**config.mk**
```make
export PLATFORM = sky130hd
export DESIGN_NAME = move_capture_flat
export DESIGN_NICKNAME = d
export VERILOG_FILES = /design/src/rtl/rps_pkg.sv /design/src/rtl/move_capture_if.sv /design/src/rtl/debounce_bit.sv /design/src/rtl/move_capture.sv /design/src/flat_wrapper.sv
export SDC_FILE = /design/constraint.sdc
export NUM_CORES = 1
export LEC_CHECK = 0
export ABC_AREA = 0
export CAP_MARGIN = 10
export CELL_PAD_IN_SITES_DETAIL_PLACEMENT = 1
export CELL_PAD_IN_SITES_GLOBAL_PLACEMENT = 1
export CORE_MARGIN = 10
export CORE_UTILIZATION = 26
export CTS_CLUSTER_SIZE = 40
export DETAILED_ROUTE_END_ITERATION = 12
export PLACE_DENSITY = 0.47
export SLEW_MARGIN = 30
export SYNTH_ARGS = -nofsm -noshare
export SYNTH_HDL_FRONTEND = slang
export SYNTH_SLANG_ARGS = --single-unit
```
**constraint.sdc**
```tcl
create_clock -name CLK -period 3.5 [get_ports CLK]
set_input_delay 1.05 -clock CLK [delete_from_list [all_inputs] [get_ports CLK]]
set_output_delay 1.05 -clock CLK [all_outputs]
set_load 0.02 [all_outputs]
```
**src/rtl/rps_pkg.sv**
```systemverilog
// Shared move encodings, FSM state type and small helpers for the
// rock-paper-scissors move capture block.
package rps_pkg;

  localparam logic [2:0] MV_NONE     = 3'b000;
  localparam logic [2:0] MV_ROCK     = 3'b001;
  localparam logic [2:0] MV_SCISSORS = 3'b010;
  localparam logic [2:0] MV_PAPER    = 3'b100;

  localparam logic [7:0] LFSR_SEED = 8'h01;

  typedef enum logic [1:0] {
    IDLE,
    SHOW,
    WAIT_REL,
    CLEAR
  } state_t;

  // Computer move chosen from the LFSR value modulo 3.
  function automatic logic [2:0] lfsr_move(input logic [7:0] value);
    logic [7:0] rem;
    rem = value % 8'd3;
    case (rem)
      8'd0:    return MV_ROCK;
      8'd1:    return MV_SCISSORS;
      default: return MV_PAPER;
    endcase
  endfunction

  function automatic logic is_one_hot(input logic [2:0] mv);
    return (mv == MV_ROCK) || (mv == MV_SCISSORS) || (mv == MV_PAPER);
  endfunction

endpackage

```
**src/rtl/move_capture_if.sv**
```systemverilog
// Button inputs and captured-round outputs of move_capture.
interface move_capture_if;
  logic [2:0] BTN;
  logic [2:0] user;
  logic [2:0] compu;
  logic       round_valid;
  logic       busy;

  modport master (output BTN, input user, compu, round_valid, busy);
  modport slave  (input BTN, output user, compu, round_valid, busy);
endinterface

```
**src/rtl/debounce_bit.sv**
```systemverilog
// Two-flop synchronizer followed by a consecutive-cycle debounce counter
// for one raw button bit.
module debounce_bit #(
  parameter int DEBOUNCE_CYCLES = 250000
) (
  input  logic CLK,
  input  logic RST_N,
  input  logic btn,
  output logic level
);

  localparam int CW = (DEBOUNCE_CYCLES > 1) ? $clog2(DEBOUNCE_CYCLES) : 1;

  logic [1:0]    sync_reg;
  logic [CW-1:0] cnt_reg;
  logic          level_reg;

  always_ff @(posedge CLK or negedge RST_N) begin
    if (!RST_N) begin
      sync_reg  <= 2'b00;
      cnt_reg   <= '0;
      level_reg <= 1'b0;
    end else begin
      sync_reg <= {sync_reg[0], btn};
      // Any cycle agreeing with the stable level restarts the count.
      if (sync_reg[1] == level_reg) begin
        cnt_reg <= '0;
      end else if (cnt_reg == CW'(DEBOUNCE_CYCLES - 1)) begin
        level_reg <= sync_reg[1];
        cnt_reg   <= '0;
      end else begin
        cnt_reg <= cnt_reg + CW'(1);
      end
    end
  end

  assign level = level_reg;

endmodule

```
**src/rtl/move_capture.sv**
```systemverilog
// Debounces three move buttons, pairs a one-hot press with an LFSR-derived
// computer move and holds the round on the outputs until release.
module move_capture
  import rps_pkg::*;
#(
  parameter int DEBOUNCE_CYCLES = 250000,
  parameter int HOLD_CYCLES     = 500000
) (
  input logic          CLK,
  input logic          RST_N,
  move_capture_if.slave bus
);

  localparam int HW = (HOLD_CYCLES > 1) ? $clog2(HOLD_CYCLES) : 1;

  logic [2:0]    deb;
  logic [7:0]    lfsr_reg;
  logic [HW-1:0] hold_cnt_reg;
  state_t        state_reg;
  logic [2:0]    user_reg;
  logic [2:0]    compu_reg;
  logic          round_valid_reg;
  logic          busy_reg;

  for (genvar gi = 0; gi < 3; gi++) begin : g_db
    debounce_bit #(
      .DEBOUNCE_CYCLES(DEBOUNCE_CYCLES)
    ) u_db (
      .CLK  (CLK),
      .RST_N(RST_N),
      .btn  (bus.BTN[gi]),
      .level(deb[gi])
    );
  end

  // Fibonacci form of x^8+x^6+x^5+x^4+1; maximal length so 8'h00 is unreachable.
  always_ff @(posedge CLK or negedge RST_N) begin
    if (!RST_N) begin
      lfsr_reg <= LFSR_SEED;
    end else begin
      lfsr_reg <= {lfsr_reg[6:0], lfsr_reg[7] ^ lfsr_reg[5] ^ lfsr_reg[4] ^ lfsr_reg[3]};
    end
  end

  always_ff @(posedge CLK or negedge RST_N) begin
    if (!RST_N) begin
      state_reg       <= IDLE;
      hold_cnt_reg    <= '0;
      user_reg        <= MV_NONE;
      compu_reg       <= MV_NONE;
      round_valid_reg <= 1'b0;
      busy_reg        <= 1'b0;
    end else begin
      round_valid_reg <= 1'b0;
      case (state_reg)
        IDLE: begin
          user_reg  <= MV_NONE;
          compu_reg <= MV_NONE;
          if (is_one_hot(deb)) begin
            user_reg        <= deb;
            compu_reg       <= lfsr_move(lfsr_reg);
            round_valid_reg <= 1'b1;
            hold_cnt_reg    <= '0;
            busy_reg        <= 1'b1;
            state_reg       <= SHOW;
          end
        end
        SHOW: begin
          if (hold_cnt_reg == HW'(HOLD_CYCLES - 1)) begin
            state_reg <= WAIT_REL;
          end else begin
            hold_cnt_reg <= hold_cnt_reg + HW'(1);
          end
        end
        WAIT_REL: begin
          if (deb == MV_NONE) begin
            user_reg  <= MV_NONE;
            compu_reg <= MV_NONE;
            state_reg <= CLEAR;
          end
        end
        CLEAR: begin
          busy_reg  <= 1'b0;
          state_reg <= IDLE;
        end
        default: begin
          busy_reg  <= 1'b0;
          state_reg <= IDLE;
        end
      endcase
    end
  end

  assign bus.user        = user_reg;
  assign bus.compu       = compu_reg;
  assign bus.round_valid = round_valid_reg;
  assign bus.busy        = busy_reg;

endmodule
```
**src/flat_wrapper.sv**
```systemverilog
// flat-port wrapper written by rule: the top's interface ports become plain ports
module move_capture_flat import rps_pkg::*;
#(
  parameter int DEBOUNCE_CYCLES = 250000,
  parameter int HOLD_CYCLES     = 500000
)
  (CLK, RST_N, bus_BTN, bus_user, bus_compu, bus_round_valid, bus_busy);
  move_capture_if bus_i ();
  input logic CLK;
  input logic RST_N;
  input wire logic [$bits(bus_i.BTN)-1:0] bus_BTN;
  output wire logic [$bits(bus_i.user)-1:0] bus_user;
  output wire logic [$bits(bus_i.compu)-1:0] bus_compu;
  output wire logic [$bits(bus_i.round_valid)-1:0] bus_round_valid;
  output wire logic [$bits(bus_i.busy)-1:0] bus_busy;
  assign bus_i.BTN = bus_BTN;
  assign bus_user = bus_i.user;
  assign bus_compu = bus_i.compu;
  assign bus_round_valid = bus_i.round_valid;
  assign bus_busy = bus_i.busy;
  move_capture #(.DEBOUNCE_CYCLES(DEBOUNCE_CYCLES), .HOLD_CYCLES(HOLD_CYCLES)) u_core (.CLK(CLK), .RST_N(RST_N), .bus(bus_i));
endmodule
```
==> report_table.html, run 1 <==
<table>
<tr><th>Metric</th><th>Value</th></tr>
<tr><th colspan="2">Run status</th></tr>
<tr><td>Outcome</td><td>finished clean</td></tr>
<tr><th colspan="2">Pwr</th></tr>
<tr><td>Fraction of power consumed by combinational cells</td><td>2.4%</td></tr>
<tr><td>Int Power</td><td>1.81 mW</td></tr>
<tr><td>Share of total power consumed by net switching</td><td>22.1%</td></tr>
<tr><td>Sequential group share of total power</td><td>50.5%</td></tr>
<tr><td>Net switching power</td><td>0.514 mW</td></tr>
<tr><td>Post-route total power</td><td>2.33 mW</td></tr>
<tr><td>Clock network fraction of total power</td><td>47.1%</td></tr>
<tr><td>Peak ir drop on the vdd network</td><td>0.198 mV</td></tr>
<tr><td>Leakage</td><td>2.54 nW</td></tr>
<tr><td>Cell area power density</td><td>392 nW/µm²</td></tr>
<tr><th colspan="2">Yosys</th></tr>
<tr><td>Post-synth ARST share</td><td>100%</td></tr>
<tr><td>Largest family of logic cells by synthesized area</td><td>simple AND/OR/NAND/NOR gates</td></tr>
<tr><td>Share of the synthesized area in the top cell type</td><td>47.9%</td></tr>
<tr><td>Share of cell area taken by muxes after synthesis</td><td>1.52%</td></tr>
<tr><td>Share of the synthesized area in compound gates (AO/OA/AOI/OAI)</td><td>7.91%</td></tr>
<tr><td>FF+latch count, synth</td><td>100</td></tr>
<tr><td>Cell accounting for the most synthesized area</td><td>sky130_fd_sc_hd__dfrtp_1</td></tr>
<tr><td>Number of nets produced by synthesis</td><td>555</td></tr>
<tr><td>Number of enable flip-flop cells after synthesis</td><td>0</td></tr>
<tr><td>Simple-gate portion of the synthesized area</td><td>24.0%</td></tr>
<tr><td>Mean area per synthesized cell</td><td>9.58 µm²</td></tr>
<tr><td>Adder and majority gate portion of the synthesized area</td><td>2.42%</td></tr>
<tr><td>Synth cell types</td><td>62</td></tr>
<tr><td>Sequential element share of the synthesized area</td><td>48.4%</td></tr>
<tr><td>Main flop type after synthesis</td><td>sky130_fd_sc_hd__dfrtp_1</td></tr>
<tr><td>Cell count after synthesis</td><td>540</td></tr>
<tr><td>Top area cells in the synthesized netlist</td><td>sky130_fd_sc_hd__dfrtp_1, sky130_fd_sc_hd__nor2_1, sky130_fd_sc_hd__xor2_1, sky130_fd_sc_hd__xnor2_1, sky130_fd_sc_hd__nand2_1</td></tr>
<tr><td>Warning count from the yosys run</td><td>0</td></tr>
<tr><td>Total standard cell area after synthesis</td><td>5170 µm²</td></tr>
<tr><td>XOR/XNOR Fraction of Synth Area</td><td>12.7%</td></tr>
<tr><th colspan="2">Timing</th></tr>
<tr><td>Post-route setup TNS</td><td>0 ps</td></tr>
<tr><td>Max frequency</td><td>0.301 GHz</td></tr>
<tr><td>Pins over their slew limit</td><td>0</td></tr>
<tr><td>Tightest slew margin relative to the limit</td><td>50.3%</td></tr>
<tr><td>Final hold vios</td><td>0</td></tr>
<tr><td>Slew at the pin closest to its max-slew limit</td><td>745 ps</td></tr>
<tr><td>Layout Skew</td><td>6.39 ps</td></tr>
<tr><td>Final worst path period share</td><td>94.9%</td></tr>
<tr><td>Final worst-path setup slack</td><td>177 ps</td></tr>
<tr><td>Min Clock Period, post-route</td><td>3320 ps</td></tr>
<tr><td>Finish-stage setup viols</td><td>0</td></tr>
<tr><th colspan="2">Floorplan</th></tr>
<tr><td>Starting utilization of the core area</td><td>26.5%</td></tr>
<tr><td># rows</td><td>51</td></tr>
<tr><td>Die Outline Area</td><td>25900 µm²</td></tr>
<tr><td>Top-Level Pins</td><td>13</td></tr>
<tr><td>Core Box Area</td><td>19500 µm²</td></tr>
<tr><td>Die W</td><td>161 µm</td></tr>
<tr><td>Die Y-Extent</td><td>161 µm</td></tr>
<tr><th colspan="2">Finish</th></tr>
<tr><td>Final layout net count</td><td>565</td></tr>
<tr><td>Largest register FFs</td><td>54</td></tr>
<tr><td>Number of diodes</td><td>0</td></tr>
<tr><td>Most common library cell in the layout ignoring fill and taps</td><td>sky130_fd_sc_hd__nor2_1</td></tr>
<tr><td>Post-route cell area</td><td>5930 µm²</td></tr>
<tr><td>Fraction of layout instances using a drive strength above 1</td><td>9.19%</td></tr>
<tr><td>Area growth from synthesis to layout</td><td>14.7%</td></tr>
<tr><td>Top library cells by usage in the layout, fill and taps aside</td><td>sky130_fd_sc_hd__nor2_1, sky130_fd_sc_hd__dfrtp_1, sky130_fd_sc_hd__nand2_1, sky130_fd_sc_hd__xor2_1, sky130_fd_sc_hd__xnor2_1</td></tr>
<tr><th colspan="2">Drt</th></tr>
<tr><td>Count of vias placed by the detailed router</td><td>3757</td></tr>
<tr><td>Average wire per standard cell</td><td>14.4 µm</td></tr>
<tr><td>Aggregate routed wire length</td><td>11800 µm</td></tr>
<tr><td>Number of iterations in the first detailed-routing pass</td><td>4</td></tr>
<tr><td>DRC violations left</td><td>0</td></tr>
<tr><td>DR iter-0 viols</td><td>141</td></tr>
<tr><td>Final antenna-violating net count</td><td>0</td></tr>
<tr><td>Vias per std cell</td><td>4.58</td></tr>
<tr><th colspan="2">Setup path</th></tr>
<tr><td>Minimum setup slack among reg-to-reg paths</td><td>180 ps</td></tr>
<tr><td>Type of the worst setup path</td><td>reg2reg</td></tr>
<tr><td>Required time at the endpoint of the critical path</td><td>3740 ps</td></tr>
<tr><td>Origin of the worst setup path</td><td>u_core.lfsr_reg[6]</td></tr>
<tr><td>Endpoint of the worst-slack reg-to-reg timing path</td><td>u_core.bus.compu[0]</td></tr>
<tr><td>Kind of capture point of the worst setup path</td><td>flip-flop</td></tr>
<tr><td>Arrival time worst endpoint</td><td>3570 ps</td></tr>
<tr><td>Biggest fanout along the worst timing path</td><td>13</td></tr>
<tr><td>Worst Reg-to-Reg Cells</td><td>15</td></tr>
<tr><td>Reg2reg start</td><td>u_core.lfsr_reg[6]</td></tr>
<tr><td>Startpoint class of the critical path</td><td>flip-flop</td></tr>
<tr><th colspan="2">Clocking</th></tr>
<tr><td>Longest Clk Path Bufs</td><td>2</td></tr>
<tr><td>Clock tree root driver cell</td><td>sky130_fd_sc_hd__clkbuf_16</td></tr>
<tr><td>Num CTS Buffers</td><td>9</td></tr>
<tr><td>Number of H-tree levels</td><td>3</td></tr>
<tr><td>Clock insertion delay at the later pin of the skew report</td><td>360 ps</td></tr>
<tr><td>CTS tree</td><td>built</td></tr>
<tr><td>CTS sink cnt</td><td>100</td></tr>
<tr><td>Clock transition time at the flip-flop clock pins of the worst setup and hold paths</td><td>70 ps</td></tr>
<tr><th colspan="2">GRT</th></tr>
<tr><td>Pin count of the biggest net entering global routing</td><td>56</td></tr>
<tr><td>Tot GR Track Use</td><td>9.60%</td></tr>
<tr><td>Remaining Overflow, GRT</td><td>0</td></tr>
<tr><td>Initial antenna violation count</td><td>0</td></tr>
<tr><td>First-pass GRT wire length</td><td>20700 µm</td></tr>
<tr><td>Vias in the first global route</td><td>4006</td></tr>
<tr><th colspan="2">Min path</th></tr>
<tr><td>Hold Crit Depth</td><td>0</td></tr>
<tr><td>Endpoint with the worst hold slack</td><td>u_core.g_db[0].u_db.sync_reg[1]</td></tr>
<tr><td>Hold Crit Start</td><td>u_core.g_db[0].u_db.sync_reg[0]</td></tr>
<tr><td>Class of the worst hold path</td><td>reg2reg</td></tr>
<tr><th colspan="2">Placed design</th></tr>
<tr><td>DPL Wire Length</td><td>8180 µm</td></tr>
<tr><td>Count of input and output buffers</td><td>12</td></tr>
<tr><td>Worst slack, placed</td><td>49.8 ps</td></tr>
<tr><td>Final weighted congestion in routability-driven placement</td><td>0.705</td></tr>
<tr><td>Area of placed instances</td><td>5590 µm²</td></tr>
<tr><th colspan="2">Job</th></tr>
<tr><td>Reported max-cap violation count</td><td>0</td></tr>
</table>
==> cells by family after synthesis <==
kind of cell	after synthesis
xor gates and xnor gates	75
and+or+nand+nor	255
DFF	100
AOI/OAI and AO/OA	59
adders and majority gates	10
buffers and inverters	34
muxes	7
==> synth_stat cells (all sizes together) (2+ instances only) <==
library cell,n
mux2i,3
buf,6
a21o,4
a22o,4
o41ai,2
nand4,8
a31o,2
nand2b,2
and2,2
nand3,26
xnor2,33
o211ai,3
a211oi,2
or2,3
xor2,42
nor4,6
a31oi,2
mux2,4
nor3b,2
o21a,2
o21ai,15
o22ai,2
nor3,10
inv,13
nor2,104
dfrtp,99
a21oi,12
nor4bb,3
or3b,2
nand3b,4
and3,21
nand2,50
or4b,2
nor4b,5
ha,10
clkbuf,14
==> area by class of cell <==
cell class / count / area, µm²
clock buffer: 10 / 229
clock inverter: 6 / 87.6
multi-input combinational: 406 / 2530
timing repair buffer: 19 / 183
inverter: 14 / 57.6
sequential: 100 / 2510
tap: 265 / 332
fill: 2285 / 13600
==> per-stage QoR <==
stage / util [%] / hold slack [ps] / std cells
4_1_cts: 30.3 / 352 / 820
3_5_place_dp: 28.6 / 341 / 804
6_report: 30.4 / 345 / 820
3_3_place_gp: 28.6 / 337 / 804
2_1_floorplan: - / 331 / 540
5_1_grt: 30.4 / 365 / 820
==> timing repair <==
action,4_1_cts,5_1_grt
endpoints found under the hold margin,0,0
buffers inserted,0,0
endpoints found under the setup margin,0,3
resized for setup,0,9
hold buffers,0,0
==> routing by layer <==
layer | vias up | track usage (%) | share of wire (%)
met1 | 1870 | 12.7 | 50
met5 | - | 0 | 0
met4 | 0 | 3.47 | 1.7
li1 | 1843 | - | -
met2 | 28 | 14.5 | 45
met3 | 16 | 2.75 | 2.6
==> critical path, cell delays in order (launching register included) <==
cell                       delay, ps
sky130_fd_sc_hd__dfrtp_2         500
sky130_fd_sc_hd__or4b_4          550
sky130_fd_sc_hd__a21o_1          190
sky130_fd_sc_hd__a22o_1          210
sky130_fd_sc_hd__o221a_4         140
sky130_fd_sc_hd__clkinv_4         70
sky130_fd_sc_hd__ha_1            170
sky130_fd_sc_hd__buf_4           160
sky130_fd_sc_hd__inv_1            70
sky130_fd_sc_hd__nand2_1         100
sky130_fd_sc_hd__nand2_1          70
sky130_fd_sc_hd__a211oi_1        430
sky130_fd_sc_hd__or3_4           210
sky130_fd_sc_hd__a22o_1          150
sky130_fd_sc_hd__mux2_4          150
sky130_fd_sc_hd__o21ai_2          50
==> power by group through the flow <==
stage	Sequential (mW)	Combinational, mW	Clock [mW]
after global routing	1.18	0.0678	1.19
final	1.17	0.0568	1.09
after CTS	1.17	0.0614	1.15
after global placement	1.20	0.0598	0
after detailed placement	1.20	0.0610	0
after floorplan	1.19	0.0218	0
==> worst max path at each step <==
stage / to / slack (ps)
finish: u_core.bus.compu[0] / 180
global route: u_core.bus.compu[1] / -20
CTS: u_core.bus.compu[1] / 70
detailed placement: u_core.bus.compu[1] / 50
global placement: u_core.bus.compu[1] / 200
floorplan: u_core.bus.compu[0] / 290
No activity file was read; power rests on OpenSTA's default activity.
==> inputs of run 2 (changes only) <==
ABC_AREA = 1   (was 0)
CELL_PAD_IN_SITES_DETAIL_PLACEMENT = 0   (was 1)
PLACE_DENSITY = unset   (was 0.47)
PLACE_DENSITY_LB_ADDON = 0.12   (was unset)
==> report_table.html, run 2 <==
<table>
<tr><th>Metric</th><th>Value</th></tr>
<tr><th colspan="2">Yosys</th></tr>
<tr><td>Post-synth ARST share</td><td>100% (unchanged)</td></tr>
<tr><td>Warning count from the yosys run</td><td>0 (unchanged)</td></tr>
<tr><td>Main flop type after synthesis</td><td>sky130_fd_sc_hd__dfrtp_1 (unchanged)</td></tr>
<tr><td>Cell count after synthesis</td><td>637 (was 540)</td></tr>
<tr><td>Sequential element share of the synthesized area</td><td>47.4% (was 48.4%)</td></tr>
<tr><td>Adder and majority gate portion of the synthesized area</td><td>2.37% (was 2.42%)</td></tr>
<tr><td>Total standard cell area after synthesis</td><td>5280 µm² (was 5170 µm²)</td></tr>
<tr><td>FF+latch count, synth</td><td>100 (unchanged)</td></tr>
<tr><td>Synth cell types</td><td>46 (was 62)</td></tr>
<tr><td>List of most frequent post-synthesis cells</td><td>sky130_fd_sc_hd__nand2_1, sky130_fd_sc_hd__dfrtp_1, sky130_fd_sc_hd__inv_1 (was sky130_fd_sc_hd__nor2_1, sky130_fd_sc_hd__dfrtp_1, sky130_fd_sc_hd__nand2_1)</td></tr>
<tr><td>Cell accounting for the most synthesized area</td><td>sky130_fd_sc_hd__dfrtp_1 (unchanged)</td></tr>
<tr><td>Number of nets produced by synthesis</td><td>652 (was 555)</td></tr>
<tr><td>Share of the synthesized area in the top cell type</td><td>46.9% (was 47.9%)</td></tr>
<tr><td>Share of cell area taken by muxes after synthesis</td><td>0.640% (was 1.52%)</td></tr>
<tr><td>XOR/XNOR Fraction of Synth Area</td><td>2.66% (was 12.7%)</td></tr>
<tr><td>Most repeated cell in the gate-level netlist after synthesis</td><td>sky130_fd_sc_hd__nand2_1 (was sky130_fd_sc_hd__nor2_1)</td></tr>
<tr><td>Top area cells in the synthesized netlist</td><td>sky130_fd_sc_hd__dfrtp_1, sky130_fd_sc_hd__nand2_1, sky130_fd_sc_hd__inv_1, sky130_fd_sc_hd__nor2_1, sky130_fd_sc_hd__nand3_1 (was sky130_fd_sc_hd__dfrtp_1, sky130_fd_sc_hd__nor2_1, sky130_fd_sc_hd__xor2_1, sky130_fd_sc_hd__xnor2_1, sky130_fd_sc_hd__nand2_1)</td></tr>
<tr><td>Largest family of logic cells by synthesized area</td><td>simple AND/OR/NAND/NOR gates (unchanged)</td></tr>
<tr><td>Mean area per synthesized cell</td><td>8.29 µm² (was 9.58 µm²)</td></tr>
<tr><td>Simple-gate portion of the synthesized area</td><td>30.8% (was 24.0%)</td></tr>
<tr><td>Share of the synthesized area in compound gates (AO/OA/AOI/OAI)</td><td>8.53% (was 7.91%)</td></tr>
<tr><td>Number of enable flip-flop cells after synthesis</td><td>0 (unchanged)</td></tr>
<tr><th colspan="2">Drt</th></tr>
<tr><td>DRC violations left</td><td>0 (unchanged)</td></tr>
<tr><td>Final antenna-violating net count</td><td>0 (unchanged)</td></tr>
<tr><td>Vias per std cell</td><td>4.40 (was 4.58)</td></tr>
<tr><td>Aggregate routed wire length</td><td>11500 µm (was 11800 µm)</td></tr>
<tr><td>Number of iterations in the first detailed-routing pass</td><td>4 (unchanged)</td></tr>
<tr><td>Average wire per standard cell</td><td>12.2 µm (was 14.4 µm)</td></tr>
<tr><td>Count of vias placed by the detailed router</td><td>4115 (was 3757)</td></tr>
<tr><td>DR iter-0 viols</td><td>182 (was 141)</td></tr>
<tr><th colspan="2">Pwr</th></tr>
<tr><td>Int Power</td><td>1.69 mW (was 1.81 mW)</td></tr>
<tr><td>Sequential group share of total power</td><td>54.2% (was 50.5%)</td></tr>
<tr><td>Fraction of power consumed by combinational cells</td><td>3.0% (was 2.4%)</td></tr>
<tr><td>Share of total power consumed by net switching</td><td>22.1% (about the same)</td></tr>
<tr><td>Post-route total power</td><td>2.17 mW (was 2.33 mW)</td></tr>
<tr><td>Leakage</td><td>2.65 nW (was 2.54 nW)</td></tr>
<tr><td>Net switching power</td><td>0.479 mW (was 0.514 mW)</td></tr>
<tr><td>Clock network fraction of total power</td><td>42.8% (was 47.1%)</td></tr>
<tr><td>Cell area power density</td><td>358 nW/µm² (was 392 nW/µm²)</td></tr>
<tr><td>Peak ir drop on the vdd network</td><td>0.180 mV (was 0.198 mV)</td></tr>
<tr><th colspan="2">Setup path</th></tr>
<tr><td>Type of the worst setup path</td><td>reg2reg (unchanged)</td></tr>
<tr><td>Startpoint class of the critical path</td><td>flip-flop (unchanged)</td></tr>
<tr><td>Largest delay contributor family on the critical path</td><td>simple AND/OR/NAND/NOR gates (was compound AO/OA/AOI/OAI gates)</td></tr>
<tr><td>Required time at the endpoint of the critical path</td><td>3750 ps (was 3740 ps)</td></tr>
<tr><td>Biggest fanout along the worst timing path</td><td>7 (was 13)</td></tr>
<tr><td>Arrival time worst endpoint</td><td>3280 ps (was 3570 ps)</td></tr>
<tr><td>Crit path max-delay cell type</td><td>sky130_fd_sc_hd__dfrtp_1 (was sky130_fd_sc_hd__or4b_4)</td></tr>
<tr><td>Kind of capture point of the worst setup path</td><td>flip-flop (unchanged)</td></tr>
<tr><td>Most numerous cell on the critical path</td><td>sky130_fd_sc_hd__nand2_1</td></tr>
<tr><td>Crit-path max cell delay</td><td>450 ps (was 550 ps)</td></tr>
<tr><td>Number of buffer and inverter instances along the worst setup path</td><td>5 (was 3)</td></tr>
<tr><th colspan="2">Clocking</th></tr>
<tr><td>Clock tree root driver cell</td><td>sky130_fd_sc_hd__clkbuf_16 (unchanged)</td></tr>
<tr><td>Gates resized, CTS repair</td><td>0 (unchanged)</td></tr>
<tr><td>Clock transition time at the flip-flop clock pins of the worst setup and hold paths</td><td>70 ps (about the same)</td></tr>
<tr><td>Longest Clk Path Bufs</td><td>2 (unchanged)</td></tr>
<tr><td>CTS tree</td><td>built (unchanged)</td></tr>
<tr><td>Num CTS Buffers</td><td>9 (unchanged)</td></tr>
<tr><td>Cts hold-fix bufs</td><td>0 (unchanged)</td></tr>
<tr><td>Clock insertion delay at the later pin of the skew report</td><td>350 ps (was 360 ps)</td></tr>
<tr><td>Number of buffers added for setup after CTS</td><td>0 (unchanged)</td></tr>
<tr><td>Number of H-tree levels</td><td>3 (unchanged)</td></tr>
<tr><td>CTS sink cnt</td><td>100 (unchanged)</td></tr>
<tr><th colspan="2">Timing</th></tr>
<tr><td>Post-route setup TNS</td><td>0 ps (unchanged)</td></tr>
<tr><td>Pins over their slew limit</td><td>0 (unchanged)</td></tr>
<tr><td>Final worst path period share</td><td>86.6% (was 94.9%)</td></tr>
<tr><td>Finish-stage setup viols</td><td>0 (unchanged)</td></tr>
<tr><td>Tightest slew margin relative to the limit</td><td>57.9% (was 50.3%)</td></tr>
<tr><td>Final worst-path setup slack</td><td>468 ps (was 177 ps)</td></tr>
<tr><td>Slew at the pin closest to its max-slew limit</td><td>629 ps (was 745 ps)</td></tr>
<tr><td>Min Clock Period, post-route</td><td>3030 ps (was 3320 ps)</td></tr>
<tr><td>Max frequency</td><td>0.330 GHz (was 0.301 GHz)</td></tr>
<tr><td>Final hold vios</td><td>0 (unchanged)</td></tr>
<tr><td>RSZ-0062 raised after global routing</td><td>false</td></tr>
<tr><td>Layout Skew</td><td>8.78 ps (was 6.39 ps)</td></tr>
<tr><th colspan="2">Finish</th></tr>
<tr><td>Top library cells by usage in the layout, fill and taps aside</td><td>sky130_fd_sc_hd__nand2_1, sky130_fd_sc_hd__dfrtp_1, sky130_fd_sc_hd__inv_1, sky130_fd_sc_hd__nor2_1, sky130_fd_sc_hd__nand3_1 (was sky130_fd_sc_hd__nor2_1, sky130_fd_sc_hd__dfrtp_1, sky130_fd_sc_hd__nand2_1, sky130_fd_sc_hd__xor2_1, sky130_fd_sc_hd__xnor2_1)</td></tr>
<tr><td>Final layout net count</td><td>677 (was 565)</td></tr>
<tr><td>Area growth from synthesis to layout</td><td>14.7% (about the same)</td></tr>
<tr><td>Number of filler instances in the final layout</td><td>2150 (was 2285)</td></tr>
<tr><td>Largest register FFs</td><td>54 (unchanged)</td></tr>
<tr><td>Most common library cell in the layout ignoring fill and taps</td><td>sky130_fd_sc_hd__nand2_1 (was sky130_fd_sc_hd__nor2_1)</td></tr>
<tr><td>Register Area</td><td>2500 µm² (was 2510 µm²)</td></tr>
<tr><td>Area taken by multi-input logic gates</td><td>2400 µm² (was 2530 µm²)</td></tr>
<tr><td>Fraction of layout instances using a drive strength above 1</td><td>9.76% (was 9.19%)</td></tr>
<tr><td>Number of diodes</td><td>0 (unchanged)</td></tr>
<tr><th colspan="2">Floorplan</th></tr>
<tr><td>Die W</td><td>162 µm (was 161 µm)</td></tr>
<tr><td>Top-Level Pins</td><td>13 (unchanged)</td></tr>
<tr><td>Core Box Area</td><td>20100 µm² (was 19500 µm²)</td></tr>
<tr><td>Die Outline Area</td><td>26400 µm² (was 25900 µm²)</td></tr>
<tr><td>Die Y-Extent</td><td>162 µm (was 161 µm)</td></tr>
<tr><td>Starting utilization of the core area</td><td>26.3% (was 26.5%)</td></tr>
<tr><td># rows</td><td>52 (was 51)</td></tr>
<tr><th colspan="2">GRT</th></tr>
<tr><td>Pin count of the biggest net entering global routing</td><td>50 (was 56)</td></tr>
<tr><td>Vias in the first global route</td><td>4138 (was 4006)</td></tr>
<tr><td>Tot GR Track Use</td><td>9.31% (was 9.60%)</td></tr>
<tr><td>Remaining Overflow, GRT</td><td>0 (unchanged)</td></tr>
<tr><td>Initial antenna violation count</td><td>0 (unchanged)</td></tr>
<tr><td>First-pass GRT wire length</td><td>20200 µm (was 20700 µm)</td></tr>
<tr><th colspan="2">Placed design</th></tr>
<tr><td>Worst slack, placed</td><td>455 ps (was 49.8 ps)</td></tr>
<tr><td>Count of input and output buffers</td><td>12 (unchanged)</td></tr>
<tr><td>Final weighted congestion in routability-driven placement</td><td>0.756 (was 0.705)</td></tr>
<tr><td>DPL Wire Length</td><td>8600 µm (was 8180 µm)</td></tr>
<tr><th colspan="2">Job</th></tr>
<tr><td>Reported max-cap violation count</td><td>0 (unchanged)</td></tr>
<tr><th colspan="2">Run status</th></tr>
<tr><td>Outcome</td><td>finished clean (unchanged)</td></tr>
<tr><th colspan="2">Min path</th></tr>
<tr><td>Class of the worst hold path</td><td>reg2reg (unchanged)</td></tr>
</table>
## run 2: area by class of cell
class	count	share of cell area, %
Inverter	102	6.36
Multi-Input combinational cell	432	39.6
Tap cell	270	5.58
Sequential cell	100	41.3
Clock inverter	1	0.145
Clock buffer	14	4.19
Timing Repair Buffer	17	2.77
## run 2: metal layers
layer | vias up | track usage [%] | share of wire, %
li1 | 2145 | - | -
met1 | 1937 | 11.9 | 49
met2 | 26 | 15.0 | 47
met3 | 7 | 2.68 | 2.8
met4 | 0 | 2.73 | 1.1
met5 | - | 0 | 0
## run 2: worst register-to-register path, delay by kind of cell (launching register included)
| kind | cells | cell delay, ps |
|---|---|---|
| and+or+nand+nor | 23 | 1760 |
| DFF | 1 | 450 |
| buffers and inverters | 5 | 350 |
| adders and majority gates | 2 | 340 |
## run 2: kinds of logic (layout without fill, tap and decap cells)
family / Yosys count / in the layout
AOI/OAI and AO/OA: 72 / 72
xor gates and xnor gates: 16 / 16
adders and majority gates: 10 / 10
buffers and inverters: 105 / 134
DFF: 100 / 100
muxes: 3 / 3
and+or+nand+nor: 331 / 331
## run 2: path summary, 6_finish.rpt
check / start / to / slack (ps) / cells after the start
hold / removal: u_core.g_db[0].u_db.sync_reg[0] / u_core.g_db[0].u_db.sync_reg[1] / 350 / 0
max in group asynchronous: RST_N / u_core.lfsr_reg[0] / 2110 / 2
hold reg to reg: u_core.g_db[0].u_db.sync_reg[0] / u_core.g_db[0].u_db.sync_reg[1] / 350 / 0
setup / recovery: u_core.lfsr_reg[5] / u_core.bus.compu[2] / 470 / 30
setup reg to reg: u_core.lfsr_reg[5] / u_core.bus.compu[2] / 470 / 30
min in group asynchronous: RST_N / u_core.hold_cnt_reg[5] / 670 / 1
## run 2: power by group through the flow
| stage | Combinational [mW] | Clock, mW | Sequential (mW) |
|---|---|---|---|
| floorplan | 0.0245 | 0 | 1.20 |
| global placement | 0.0674 | 0 | 1.20 |
| detailed placement | 0.0693 | 0 | 1.20 |
| CTS | 0.0698 | 0.981 | 1.17 |
| global route | 0.0776 | 1.02 | 1.18 |
| finish | 0.0652 | 0.928 | 1.18 |
## run 2: stage by stage
step / cells / instance area [µm²] / hold slack, ps / utilization, %
after global routing: 936 / 6060 / 360 / 30.1
final: 936 / 6060 / 350 / 30.1
after global placement: 921 / 5770 / 341 / 28.7
after detailed placement: 921 / 5790 / 345 / 28.8
after floorplan: 637 / 5280 / 331 / -
after CTS: 936 / 6060 / 350 / 30.1
